## src/rtl/key_pkg.sv

```systemverilog
// Shared constants and helpers for the push-button front end: debounce default
// and the one-hot blink-rate codes driven to the LED blinker.
package key_pkg;

    localparam int DEBOUNCE_20MS_50MHZ = 1_000_000;

    localparam logic [3:0] RATE_X1 = 4'd1;
    localparam logic [3:0] RATE_X2 = 4'd2;
    localparam logic [3:0] RATE_X4 = 4'd4;
    localparam logic [3:0] RATE_X8 = 4'd8;

    function automatic logic [3:0] rate_of_key(input int idx);
        logic [3:0] code;
        case (idx)
            0:       code = RATE_X1;
            1:       code = RATE_X2;
            2:       code = RATE_X4;
            3:       code = RATE_X8;
            default: code = RATE_X1;
        endcase
        return code;
    endfunction

endpackage

```

## src/rtl/key_debounce_ch.sv

```systemverilog
// One button channel: 2-flop synchroniser, stability counter, debounced level and
// registered press/release pulses that coincide with the level update.
module key_debounce_ch
    import key_pkg::*;
#(
    parameter int DEBOUNCE_CYCLES = DEBOUNCE_20MS_50MHZ
) (
    input  logic clk_i,
    input  logic rst_ni,
    input  logic key_n_i,
    output logic level_o,
    output logic press_o,
    output logic release_o
);

    localparam int CNT_W = $clog2(DEBOUNCE_CYCLES + 1);
    localparam logic [CNT_W-1:0] CNT_LAST = CNT_W'(DEBOUNCE_CYCLES - 1);

    logic             s1_q, s2_q;
    logic             stable_q, stable_d;
    logic [CNT_W-1:0] cnt_q, cnt_d;
    logic             press_q, press_d;
    logic             release_q, release_d;

    always_comb begin
        stable_d  = stable_q;
        cnt_d     = '0;
        press_d   = 1'b0;
        release_d = 1'b0;
        if (s2_q != stable_q) begin
            if (cnt_q == CNT_LAST) begin
                // Raw level is active-low: a falling stable bit is a press.
                stable_d  = s2_q;
                press_d   = ~s2_q;
                release_d = s2_q;
            end else begin
                cnt_d = cnt_q + 1'b1;
            end
        end
    end

    always_ff @(posedge clk_i or negedge rst_ni) begin
        if (!rst_ni) begin
            s1_q      <= 1'b1;
            s2_q      <= 1'b1;
            stable_q  <= 1'b1;
            cnt_q     <= '0;
            press_q   <= 1'b0;
            release_q <= 1'b0;
        end else begin
            s1_q      <= key_n_i;
            s2_q      <= s1_q;
            stable_q  <= stable_d;
            cnt_q     <= cnt_d;
            press_q   <= press_d;
            release_q <= release_d;
        end
    end

    assign level_o   = ~stable_q;
    assign press_o   = press_q;
    assign release_o = release_q;

endmodule

```

## src/rtl/key_conditioner.sv

```systemverilog
// DE2 push-button conditioner: per-key debounce channels plus the registered
// blink-rate selector (lowest pressed key wins) and its update strobe.
module key_conditioner
    import key_pkg::*;
#(
    parameter int DEBOUNCE_CYCLES = DEBOUNCE_20MS_50MHZ,
    parameter int NUM_KEYS        = 4
) (
    input  logic                CLOCK_50,
    input  logic                RST_N,
    input  logic [NUM_KEYS-1:0] KEY,
    output logic [NUM_KEYS-1:0] key_level,
    output logic [NUM_KEYS-1:0] key_press,
    output logic [NUM_KEYS-1:0] key_release,
    output logic [3:0]          speed_sel,
    output logic                speed_upd
);

    logic [3:0] speed_sel_q, speed_sel_d;
    logic       speed_upd_q, speed_upd_d;

    for (genvar i = 0; i < NUM_KEYS; i++) begin : g_ch
        key_debounce_ch #(
            .DEBOUNCE_CYCLES(DEBOUNCE_CYCLES)
        ) u_ch (
            .clk_i    (CLOCK_50),
            .rst_ni   (RST_N),
            .key_n_i  (KEY[i]),
            .level_o  (key_level[i]),
            .press_o  (key_press[i]),
            .release_o(key_release[i])
        );
    end

    // Scan from the top so the lowest pressed index is the last to assign.
    always_comb begin
        speed_sel_d = speed_sel_q;
        speed_upd_d = 1'b0;
        for (int i = NUM_KEYS - 1; i >= 0; i--) begin
            if (key_press[i]) begin
                speed_sel_d = rate_of_key(i);
                speed_upd_d = 1'b1;
            end
        end
    end

    always_ff @(posedge CLOCK_50 or negedge RST_N) begin
        if (!RST_N) begin
            speed_sel_q <= RATE_X1;
            speed_upd_q <= 1'b0;
        end else begin
            speed_sel_q <= speed_sel_d;
            speed_upd_q <= speed_upd_d;
        end
    end

    assign speed_sel = speed_sel_q;
    assign speed_upd = speed_upd_q;

endmodule

```

## config.mk

```make
export PLATFORM = sky130hd
export DESIGN_NAME = key_conditioner
export DESIGN_NICKNAME = d
export VERILOG_FILES = /design/src/rtl/key_pkg.sv /design/src/rtl/key_debounce_ch.sv /design/src/rtl/key_conditioner.sv
export SDC_FILE = /design/constraint.sdc
export NUM_CORES = 1
export LEC_CHECK = 0
export CAP_MARGIN = 20
export CORE_MARGIN = 2
export CORE_UTILIZATION = 54
export DETAILED_ROUTE_END_ITERATION = 8
export GPL_TIMING_DRIVEN = 0
export PLACE_DENSITY = 0.75
export SKIP_LAST_GASP = 1
export SLEW_MARGIN = 20
export SYNTH_ARGS = -nofsm -noshare
export SYNTH_HDL_FRONTEND = slang
export SYNTH_SLANG_ARGS = --single-unit
```

## constraint.sdc

```tcl
create_clock -name CLOCK_50 -period 2.1 [get_ports CLOCK_50]
set_clock_uncertainty 0.05 [all_clocks]
set_input_delay 0.21 -clock CLOCK_50 [delete_from_list [all_inputs] [get_ports CLOCK_50]]
set_output_delay 0.21 -clock CLOCK_50 [all_outputs]
set_load 0.005 [all_outputs]
```

==> qor.log, run 1 <==
qor: route.vias 3709
qor: timing.fin_crit_sh 107%
qor: layout.n_fill_cell 693
qor: route.route.antenna.remaining_nets 0
qor: clock_network.clock_tree.htree_level_count 3
qor: synthesis.synth.yosys.seq_area_share 53.8%
qor: timing.worstMarginPinSlew 603 ps
qor: layout.drive_above_1_share 21.2%
qor: worst_setup_path.setup.worst_path.class reg2reg
qor: hold_path.min-delay-path-class in2reg
qor: power.power-per-cell-area 605 nW/um^2
qor: placement.globalplace.congestion 0.806
qor: grt.initial_antenna_violation_count 0
qor: grt.grt_pass1_vias 3772
qor: synthesis.synth_area_per_cell 10.3 sq um
qor: placement.dp_worst_setup_slack -289 ps
qor: route.initialDrtViolationCount 108
qor: grt.grt_pass1_wl 16600 um
qor: run_status.status finished, violations left
qor: timing.setup-violations-final 24
qor: synthesis.synth_seq_cells 105
qor: timing.fin_ws -137 ps
qor: route.routed_wire_length_per_instance 14.8 um
qor: layout.finish.instance_area 5850 sq um
qor: route.detailedRoute.firstPassIterationCount 4
qor: route.vias_per_cell 5.74
qor: synthesis.synth_top_flop_cell sky130_fd_sc_hd__dfrtp_1
qor: clock_network.cts-root-buf sky130_fd_sc_hd__clkbuf_8
qor: route.post-route-drc-count 0
qor: synthesis.asyncSetResetFlopFracSynth 100%
qor: power.p_leak 2.31 nW
qor: timing.tns -2590 ps
qor: synthesis.synth_cells 478
qor: floorplan.floorplan.core_area 8760 sq um
qor: timing.post-route-min-period 2240 ps
qor: floorplan.total_i_o_pin_count 23
qor: timing.slew_viols_final 0
qor: floorplan.die-area 9890 sq um
qor: synthesis.synth_edf_count 0
qor: route.wl 9540 um
qor: clock_network.cts.sinks 105
qor: synthesis.syn_area 4920 sq um
qor: synthesis.syn-num-nets 488
qor: layout.final_cell_mix 90 x sky130_fd_sc_hd__dfrtp_1, 66 x sky130_fd_sc_hd__nor2_1, 50 x sky130_fd_sc_hd__xnor2_1, 29 x sky130_fd_sc_hd__buf_4
qor: power.vdd_drop_max 0.000421 V
qor: worst_setup_path.critPathArrivalTime 2490 ps
qor: layout.final_common_cell sky130_fd_sc_hd__dfrtp_1
qor: worst_setup_path.startpoint_type flip-flop
qor: clock_network.source_to_sink_clock_delay_at_the_later_pin_of_the_worst_skew_pair 370 ps
qor: clock_network.clockBufferDepth 2
qor: grt.grt_overflow_total 0
qor: timing.max_freq 447 MHz
qor: timing.grt_setup_unrepaired true
qor: clock_network.cts_buffers 9
qor: clock_network.tritoncts built
qor: placement.port_buffers 22
qor: synthesis.yosysWarningCount 0
qor: floorplan.die_y 99.4 um
qor: placement.dpl.hpwl 6190 um
qor: layout.final_cell_count_no_fill 646
qor: run.max_cap_violations 0
qor: worst_setup_path.worst_setup_path_end_kind flip-flop
qor: grt.pin_count_of_the_biggest_net_entering_global_routing 84
qor: placement.placedInstanceArea 5320 sq um
qor: floorplan.die_w 99.4 um
qor: timing.hold_viol 0
qor: placement.placed_cells 609
qor: floorplan.initial_core_util 56.1%
qor: layout.area_delta_synth_final 19.0%
qor: timing.worst_slew_margin_rel 59.4%
qor: layout.diodes 0
qor: grt.grt_usage 20.4%
qor: clock_network.cts.reportedPaths.clkPinSlew 100 ps
qor: floorplan.row_count 34
qor: synthesis.synth.distinct_cells 45
qor: run_status.failing_checks negative setup slack
qor: worst_setup_path.critPathRequiredTime 2350 ps
qor: layout.layout.nets 543
qor: worst_setup_path.crit_path_max_fanout 4
## per-layer routing
layer,vias up,wire length [um],global-route usage [%],part of all wire (%)
met2,60,4940,35.3,52
met3,6,296,4.85,3.1
met1,1873,4210,25.8,44
met4,0,81,5.69,0.85
li1,1770,-,-,-
met5,-,0,0,0
## area by class of cell
| cell class | count | area [sq um] | area share, % |
|---|---|---|---|
| tap | 108 | 135 | 2.31 |
| clock inverter | 7 | 88.8 | 1.52 |
| sequential | 105 | 2650 | 45.2 |
| buffer | 18 | 130 | 2.22 |
| multi-input combinational | 333 | 2220 | 37.9 |
| clock buffer | 9 | 124 | 2.12 |
| inverter | 21 | 78.8 | 1.35 |
| timing repair buffer | 45 | 432 | 7.37 |
## cells in the mapped netlist (2+ instances only)
master | n | share of area [%]
sky130_fd_sc_hd__nand3_1 | 21 | 2.1
sky130_fd_sc_hd__inv_1 | 21 | 1.6
sky130_fd_sc_hd__mux2i_1 | 2 | 0.41
sky130_fd_sc_hd__xnor2_1 | 50 | 8.9
sky130_fd_sc_hd__o2111a_1 | 2 | 0.46
sky130_fd_sc_hd__mux2_2 | 3 | 0.69
sky130_fd_sc_hd__o221ai_1 | 4 | 0.71
sky130_fd_sc_hd__nor3b_1 | 5 | 0.76
sky130_fd_sc_hd__and3_1 | 11 | 1.4
sky130_fd_sc_hd__a21oi_1 | 11 | 1.1
sky130_fd_sc_hd__nor3_1 | 20 | 2.0
sky130_fd_sc_hd__or2_2 | 2 | 0.25
sky130_fd_sc_hd__or4_4 | 2 | 0.46
sky130_fd_sc_hd__buf_4 | 13 | 2.0
sky130_fd_sc_hd__nor2_1 | 79 | 6.0
sky130_fd_sc_hd__dfstp_2 | 13 | 6.9
sky130_fd_sc_hd__clkbuf_1 | 5 | 0.38
sky130_fd_sc_hd__dfrtp_1 | 92 | 47
sky130_fd_sc_hd__nand4b_1 | 2 | 0.36
sky130_fd_sc_hd__or4_1 | 7 | 1.1
sky130_fd_sc_hd__nor4_1 | 20 | 2.5
sky130_fd_sc_hd__o31ai_1 | 4 | 0.61
sky130_fd_sc_hd__o21ai_0 | 7 | 0.71
sky130_fd_sc_hd__and2_1 | 3 | 0.38
sky130_fd_sc_hd__or3_1 | 9 | 1.1
sky130_fd_sc_hd__nand4_1 | 18 | 2.3
sky130_fd_sc_hd__nand2_1 | 20 | 1.5
sky130_fd_sc_hd__xor2_1 | 10 | 1.8
sky130_fd_sc_hd__ha_1 | 4 | 1.0
sky130_fd_sc_hd__a211oi_1 | 2 | 0.31
sky130_fd_sc_hd__nor4b_1 | 2 | 0.36
## critical path: stages, from the launching register on
cell and delay, ps:
sky130_fd_sc_hd__dfrtp_1 400, sky130_fd_sc_hd__or4b_1 510, sky130_fd_sc_hd__or4_4 520, sky130_fd_sc_hd__or3_4 380, sky130_fd_sc_hd__mux2_4 310
## stage by stage
step / total power [mW] / hold WS (ps) / utilization [%]
CTS: 3.58 / 164 / 64.9
global route: 3.69 / 159 / 66.8
finish: 3.54 / 181 / 66.8
floorplan: 2.16 / -136 / -
global placement: 2.23 / 296 / 60.3
detailed placement: 2.24 / 26.9 / 60.7
## power by group
group	total, mW	internal (mW)	switching [mW]
combinational	0.153	0.0620	0.0911
clock	1.31	0.578	0.733
sequential	2.08	2.05	0.0245
## registers in the layout, summed over array words and instances, names as in the netlist
register	flops
g_ch.u_ch.s1_q	4
g_ch.u_ch.release_o	4
g_ch.u_ch.cnt_q	80
g_ch.u_ch.s2_q	4
speed_sel	4
speed_upd	1
g_ch.u_ch.stable_q	4
g_ch.u_ch.press_o	4
## kinds of logic (layout without fill, tap and decap cells)
kind of cell             Yosys count  after routing  synth area share (%)
AND/OR/NAND/NOR                  228            228                  24.0
flip-flops                       105            105                  53.8
XOR/XNOR                          60             60                  10.7
buffers and inverters             40            100                  4.07
AO/OA/AOI/OAI                     35             35                  5.04
multiplexers                       6              6                  1.40
adder cells (fa/ha/maj)            4              4                  1.02
## final timing paths
kind,start,slack [ps],to,cells past startpoint
max,g_ch[3].u_ch.cnt_q[13]$_DFF_PN0_,-140,g_ch[3].u_ch.stable_q$_DFFE_PN1P_,4
min,KEY[1],180,g_ch[1].u_ch.s1_q$_DFF_PN1_,1
max reg2reg,g_ch[3].u_ch.cnt_q[13]$_DFF_PN0_,-140,g_ch[3].u_ch.stable_q$_DFFE_PN1P_,4
min reg2reg,g_ch[0].u_ch.s1_q$_DFF_PN1_,310,g_ch[0].u_ch.s2_q$_DFF_PN1_,0
max in group asynchronous,RST_N,1120,g_ch[2].u_ch.s2_q$_DFF_PN1_,3
min in group asynchronous,RST_N,190,g_ch[0].u_ch.cnt_q[2]$_DFF_PN0_,2
## what timing repair did
action / in CTS / in global routing
cloned: 0 / 1
endpoints found under the setup margin: 66 / 62
endpoints found under the hold margin: 83 / 0
resized for setup: 16 / 29
setup buffers: 13 / 7
pin swaps: 7 / 8
hold buffers: 1 / 0
Power figures use the tool's default switching activity.
==> run 2: changes to the inputs <==
--- a/config.mk
+++ b/config.mk
@@ -5,6 +5,7 @@
 export SDC_FILE = /design/constraint.sdc
 export NUM_CORES = 1
 export LEC_CHECK = 0
+export ABC_AREA = 0
 export CAP_MARGIN = 20
 export CORE_MARGIN = 2
 export CORE_UTILIZATION = 54
==> results of run 2 <==
The final DEF is identical to that of run 1; final timing and power are the same.
